--- src/rtl/binsearch_engine_if.sv ---
// Request/result handshake and synchronous-read memory bus of binsearch_engine.
interface binsearch_engine_if #(
  parameter int DATA_W = 8,
  parameter int ADDR_W = 5
);
  logic              start;
  logic              mode;
  logic [DATA_W-1:0] target;
  logic              busy;
  logic              done;
  logic              found;
  logic [ADDR_W-1:0] f_addr;
  logic              mem_rd;
  logic [ADDR_W-1:0] mem_addr;
  logic [DATA_W-1:0] mem_rdata;

  modport master (
    output start, mode, target, mem_rdata,
    input  busy, done, found, f_addr, mem_rd, mem_addr
  );

  modport slave (
    input  start, mode, target, mem_rdata,
    output busy, done, found, f_addr, mem_rd, mem_addr
  );
endinterface

--- src/rtl/binsearch_engine.sv ---
// Binary search (exact / lower-bound) over an external sorted 1-cycle-latency RAM.
// Optional BSEARCH_PROBE_COUNT_EN adds a probe_cnt output counting probes per search.
module binsearch_engine #(
  parameter int DATA_W = 8,
  parameter int ADDR_W = 5
) (
  input  logic clock,
  input  logic reset,
  binsearch_engine_if.slave bus
`ifdef BSEARCH_PROBE_COUNT_EN
  ,
  output logic [$clog2(ADDR_W+2)-1:0] probe_cnt
`endif
);

  typedef enum logic [1:0] {S_IDLE, S_PROBE, S_CMP, S_DONE} state_t;

  state_t            state, state_n;
  logic [ADDR_W-1:0] l, l_n, r, r_n, m, m_n, cand, cand_n;
  logic              cv, cv_n, md, md_n, found, found_n;
  logic [ADDR_W-1:0] faddr, faddr_n;
  logic [DATA_W-1:0] tgt, tgt_n;
  logic [ADDR_W-1:0] mid;
  logic              hit, above, term;

  // Midpoint sum is formed one bit wider so L+R cannot wrap.
  assign mid = ADDR_W'(({1'b0, l} + {1'b0, r}) >> 1);

  assign bus.mem_rd   = (state == S_PROBE);
  assign bus.mem_addr = (state == S_PROBE) ? mid : m;
  assign bus.busy     = (state == S_PROBE) || (state == S_CMP);
  assign bus.done     = (state == S_DONE);
  assign bus.found    = found;
  assign bus.f_addr   = faddr;

`ifdef BSEARCH_PROBE_COUNT_EN
  localparam int PCW = $clog2(ADDR_W+2);
  logic [PCW-1:0] pc, pc_n;
  assign probe_cnt = pc;
`endif

  always_comb begin
    state_n = state;
    l_n     = l;
    r_n     = r;
    m_n     = m;
    cand_n  = cand;
    cv_n    = cv;
    md_n    = md;
    tgt_n   = tgt;
    found_n = found;
    faddr_n = faddr;
`ifdef BSEARCH_PROBE_COUNT_EN
    pc_n    = pc;
`endif
    hit     = (bus.mem_rdata == tgt);
    above   = (bus.mem_rdata > tgt);
    term    = 1'b0;
    unique case (state)
      S_IDLE: begin
        if (bus.start) begin
          tgt_n   = bus.target;
          md_n    = bus.mode;
          l_n     = '0;
          r_n     = '1;
          cand_n  = '0;
          cv_n    = 1'b0;
          found_n = 1'b0;
          faddr_n = '0;
`ifdef BSEARCH_PROBE_COUNT_EN
          pc_n    = '0;
`endif
          state_n = S_PROBE;
        end
      end
      S_PROBE: begin
        m_n     = mid;
`ifdef BSEARCH_PROBE_COUNT_EN
        pc_n    = pc + PCW'(1);
`endif
        state_n = S_CMP;
      end
      S_CMP: begin
        if (hit && !md) begin
          found_n = 1'b1;
          faddr_n = m;
          state_n = S_DONE;
        end else begin
          if (md && (hit || above)) begin
            cand_n = m;
            cv_n   = 1'b1;
          end
          // L > M-1 is tested as L >= M, and M+1 > R as M >= R, avoiding wrap.
          if (hit || above) begin
            if (m == '0 || l >= m) term = 1'b1;
            else begin
              r_n     = m - ADDR_W'(1);
              state_n = S_PROBE;
            end
          end else begin
            if (m == '1 || m >= r) term = 1'b1;
            else begin
              l_n     = m + ADDR_W'(1);
              state_n = S_PROBE;
            end
          end
          if (term) begin
            found_n = md && cv_n;
            faddr_n = (md && cv_n) ? cand_n : '0;
            state_n = S_DONE;
          end
        end
      end
      S_DONE:  state_n = S_IDLE;
      default: state_n = S_IDLE;
    endcase
  end

  always_ff @(posedge clock or negedge reset) begin
    if (!reset) begin
      state <= S_IDLE;
      l     <= '0;
      r     <= '0;
      m     <= '0;
      cand  <= '0;
      cv    <= 1'b0;
      md    <= 1'b0;
      tgt   <= '0;
      found <= 1'b0;
      faddr <= '0;
`ifdef BSEARCH_PROBE_COUNT_EN
      pc    <= '0;
`endif
    end else begin
      state <= state_n;
      l     <= l_n;
      r     <= r_n;
      m     <= m_n;
      cand  <= cand_n;
      cv    <= cv_n;
      md    <= md_n;
      tgt   <= tgt_n;
      found <= found_n;
      faddr <= faddr_n;
`ifdef BSEARCH_PROBE_COUNT_EN
      pc    <= pc_n;
`endif
    end
  end

endmodule

--- src/flat_wrapper.sv ---
// flat-port wrapper written by rule: the top's interface ports become plain ports
module binsearch_engine_flat 
#(
  parameter int DATA_W = 8,
  parameter int ADDR_W = 5
)
  (clock, reset, bus_start, bus_mode, bus_target, bus_mem_rdata, bus_busy, bus_done, bus_found, bus_f_addr, bus_mem_rd, bus_mem_addr);
  binsearch_engine_if #(.DATA_W(DATA_W), .ADDR_W(ADDR_W)) bus_i ();
  input  logic clock;
  input  logic reset;
  input wire logic [$bits(bus_i.start)-1:0] bus_start;
  input wire logic [$bits(bus_i.mode)-1:0] bus_mode;
  input wire logic [$bits(bus_i.target)-1:0] bus_target;
  input wire logic [$bits(bus_i.mem_rdata)-1:0] bus_mem_rdata;
  output wire logic [$bits(bus_i.busy)-1:0] bus_busy;
  output wire logic [$bits(bus_i.done)-1:0] bus_done;
  output wire logic [$bits(bus_i.found)-1:0] bus_found;
  output wire logic [$bits(bus_i.f_addr)-1:0] bus_f_addr;
  output wire logic [$bits(bus_i.mem_rd)-1:0] bus_mem_rd;
  output wire logic [$bits(bus_i.mem_addr)-1:0] bus_mem_addr;
  assign bus_i.start = bus_start;
  assign bus_i.mode = bus_mode;
  assign bus_i.target = bus_target;
  assign bus_i.mem_rdata = bus_mem_rdata;
  assign bus_busy = bus_i.busy;
  assign bus_done = bus_i.done;
  assign bus_found = bus_i.found;
  assign bus_f_addr = bus_i.f_addr;
  assign bus_mem_rd = bus_i.mem_rd;
  assign bus_mem_addr = bus_i.mem_addr;
  binsearch_engine #(.DATA_W(DATA_W), .ADDR_W(ADDR_W)) u_core (.clock(clock), .reset(reset), .bus(bus_i));
endmodule
--- config.mk ---
export PLATFORM = sky130hd
export DESIGN_NAME = binsearch_engine_flat
export DESIGN_NICKNAME = d
export VERILOG_FILES = /design/src/rtl/binsearch_engine_if.sv /design/src/rtl/binsearch_engine.sv /design/src/flat_wrapper.sv
export SDC_FILE = /design/constraint.sdc
export NUM_CORES = 1
export LEC_CHECK = 0
export BUFFER_PORTS_ARGS = -buffer_cell sky130_fd_sc_hd__buf_4
export CAP_MARGIN = 40
export CORE_MARGIN = 4
export CORE_UTILIZATION = 44
export CTS_BUF_LIST = sky130_fd_sc_hd__clkbuf_16
export CTS_CLUSTER_SIZE = 40
export DETAILED_ROUTE_END_ITERATION = 8
export GPL_TIMING_DRIVEN = 0
export SKIP_CTS_REPAIR_TIMING = 1
export SYNTH_ARGS = -nofsm -noshare
export SYNTH_HDL_FRONTEND = slang
export SYNTH_SLANG_ARGS = --single-unit
--- constraint.sdc ---
create_clock -name clock -period 3.68 [get_ports clock]
set_input_delay 0.184 -clock clock [delete_from_list [all_inputs] [get_ports clock]]
set_output_delay 0.184 -clock clock [all_outputs]
set_load 0.005 [all_outputs]
==> reports/metrics.yaml <==
routing:
  antenna_left: 0
  post-route-drc-count: 0
  wl_per_cell_um: 15.3
  via_per_inst: 5.33
  dr.first_iter.drc_count: 79
  vias: 1946
  dr.pass1.iters: 4
  wl_mm: 5.58
floorplan:
  num_rows: 27
  core_um2: 5540
  die_w_um: 83.9
  die-area_um2: 7040
  pin_count: 34
  die_h_um: 83.9
  start_util_pct: 45.8
timing:
  fin_crit_sh_pct: 70.4
  period_minus_slack_ns: 2.59
  worst_pin_slew_ns: 0.709
  skew_ns: 0.00440
  rsz0062_at_grt: "no"
  setup_tns_ns: 0
  slew_headroom_pct: 52.4
  setup_viol: 0
  finalHoldViolations: 0
  max_freq_mhz: 386
  slew_violations: 0
setup_path:
  end_kind: "flop"
  path_max_fanout: 7
  critPathArrivalTime_ns: 2.75
  worst-setup-path-type: "flop to flop"
  cp_data_required_time_ns: 3.84
  start_kind: "flop"
clock_network:
  cts_buffers: 5
  clkTransAtPathRegs_ns: 0.06
  clkSinkCount: 38
  htree_levels: 2
  clock_latency_ns: 0.28
  cts_buffer_depth: 2
  cts_tree: "built"
  cts_root_buffer: "clkbuf_16"
cells_and_area:
  drive_gt1_share_pct: 21.5
  areaGrowthSynthToFinish_pct: 20.2
  fill_cells: 526
  stdcell_area_um2: 3050
  antennaDiodeCount: 0
  final_nets: 343
yosys:
  synth-seq-area-share_pct: 37.5
  synth_warnings: 0
  synth-edff-count: 0
  ys_top_cells_by_area: "dfrtp_1, ha_1, inv_1"
  syn_area_um2: 2530
  syn_inst: 251
  yosys.area.top_type_share_pct: 37.5
  yosysMostFrequentCell: "dfrtp_1"
  syn_area_per_cell_um2: 10.1
  syn-num-nets: 302
  yosysTopAreaCell: "dfrtp_1"
  synthTopCellsByCount: "dfrtp_1, ha_1, inv_1"
  async_flop_share_pct: 100
  synth_seq_cells: 38
  synth_flop_cell: "dfrtp_1"
  ys_types: 42
power:
  leakage_nw: 1.54
  peakVddDrop_mv: 0.434
  powerDensity_nw_per_um2: 874
run:
  cap_violations: 0
global_routing:
  grt.total_usage_pct: 17.4
  grt_pass1_vias: 2067
  grt_first_pass_wirelength_mm: 9.94
  grt_max_degree: 39
  grt-ovfl-total: 0
  grt_antenna_before_repair: 0
placement:
  dpl.hpwl_mm: 4.21
  dpl_cell_area_um2: 2870
  gp_congestion: 0.793
  port_buffers: 33
run_status:
  status: "finished, final reports clean"
worst_hold_path:
  worstHoldPathType: "input pin to flop"
## flip-flops by register name, summed over array words and instances (netlist names)
register           cells
u_core.tgt             8
u_core.bus.f_addr      5
u_core.cand            5
u_core.l               5
u_core.m               5
u_core.r               5
u_core.state           2
u_core.bus.found       1
u_core.cv              1
u_core.md              1
## metal layers
| metal | share of wire (%) | wire [um] | GRT usage, % |
|---|---|---|---|
| met1 | 45 | 2490 | 22.3 |
| met2 | 49 | 2710 | 28.4 |
| met3 | 4.4 | 244 | 4.15 |
| met4 | 2.4 | 136 | 6.87 |
| met5 | 0 | 0 | 0 |
## critical path, cell delays in order (launching register included)
cell and delay [ns]:
dfrtp_1 0.51, inv_1 0.14, ha_1 0.30, o21ai_0 0.14, o21ai_0 0.09, a211oi_1 0.42
nand2_1 0.14, a41o_1 0.29, buf_6 0.15, mux2_4 0.29
## power by group
| part | total (W) | internal (W) | switching, W |
|---|---|---|---|
| logic | 0.00146 | 0.000693 | 0.000768 |
| registers | 0.000724 | 0.000577 | 0.000147 |
| clock network | 0.000481 | 0.000317 | 0.000164 |
| total | 0.00267 | 0.00159 | 0.00108 |
## cell type report
class                   instances  area (um2)  area share [%]
plain buffers                  10        47.5            1.56
clock inverters                 3        40.0            1.31
inverters                      28         105            3.45
repair buffers                 34         258            8.46
multi-input cells             175        1430            47.0
flip-flops and latches         38         951            31.2
well taps                      72        90.1            2.96
clock buffers                   5         125            4.11
## final timing paths
kind                           startpoint                   end  slack [ns]  depth (start not counted)
min reg2reg                u_core.cand[2]        u_core.cand[2]        0.51                          1
max                           u_core.m[1]  u_core.bus.f_addr[4]        1.09                          9
min in group asynchronous           reset         u_core.tgt[3]        0.44                          2
max reg2reg                   u_core.m[1]  u_core.bus.f_addr[4]        1.09                          9
max in group asynchronous           reset           u_core.r[2]        2.89                          2
min                         bus_target[3]         u_core.tgt[3]        0.14                          2
## through the flow
stage	utilization [%]	total power, W	hold WS (ns)	worst slack (ns)	instances
5_1_grt	55.0	0.00292	0.137	0.896	365
2_1_floorplan	-	0.00176	-0.112	1.44	251
4_1_cts	54.8	0.00269	-0.113	1.08	364
3_5_place_dp	51.9	0.00220	0.185	1.11	356
6_report	55.0	0.00267	0.137	1.09	365
3_3_place_gp	51.9	0.00217	0.181	1.07	356
## layout by cell type, fill, tap and decap left out, types with 2 or more instances in the layout
master     instances
xor2_1             2
inv_1             28
and3_1             2
nand2b_1           2
a21o_1             4
mux2_2             9
clkbuf_16          5
buf_2              2
mux2i_1            8
a211o_1            2
dfrtp_1           38
o21ai_0           14
nand2_1           21
mux2_4             3
ha_1              30
a311oi_1           2
xnor2_1            6
nor3_1             3
o211a_1            3
nand3_1            4
o21a_1             5
a22o_1             7
o2bb2ai_1          3
clkbuf_1           7
clkinv_2           2
buf_4             33
nor2_1             7
a21oi_1           16
nand4_1            3
a211oi_1           5
## cells by family (layout without fill, tap and decap cells)
group,Yosys count,after routing,share of synthesized area [%]
AOI/OAI and AO/OA,67,67,19.2
and+or+nand+nor,49,49,9.97
DFF,38,38,37.5
buffers and inverters,38,80,6.02
adders and majority gates,31,31,15.6
muxes,20,20,8.93
xor gates and xnor gates,8,8,2.76
Power figures use the tool's default switching activity.
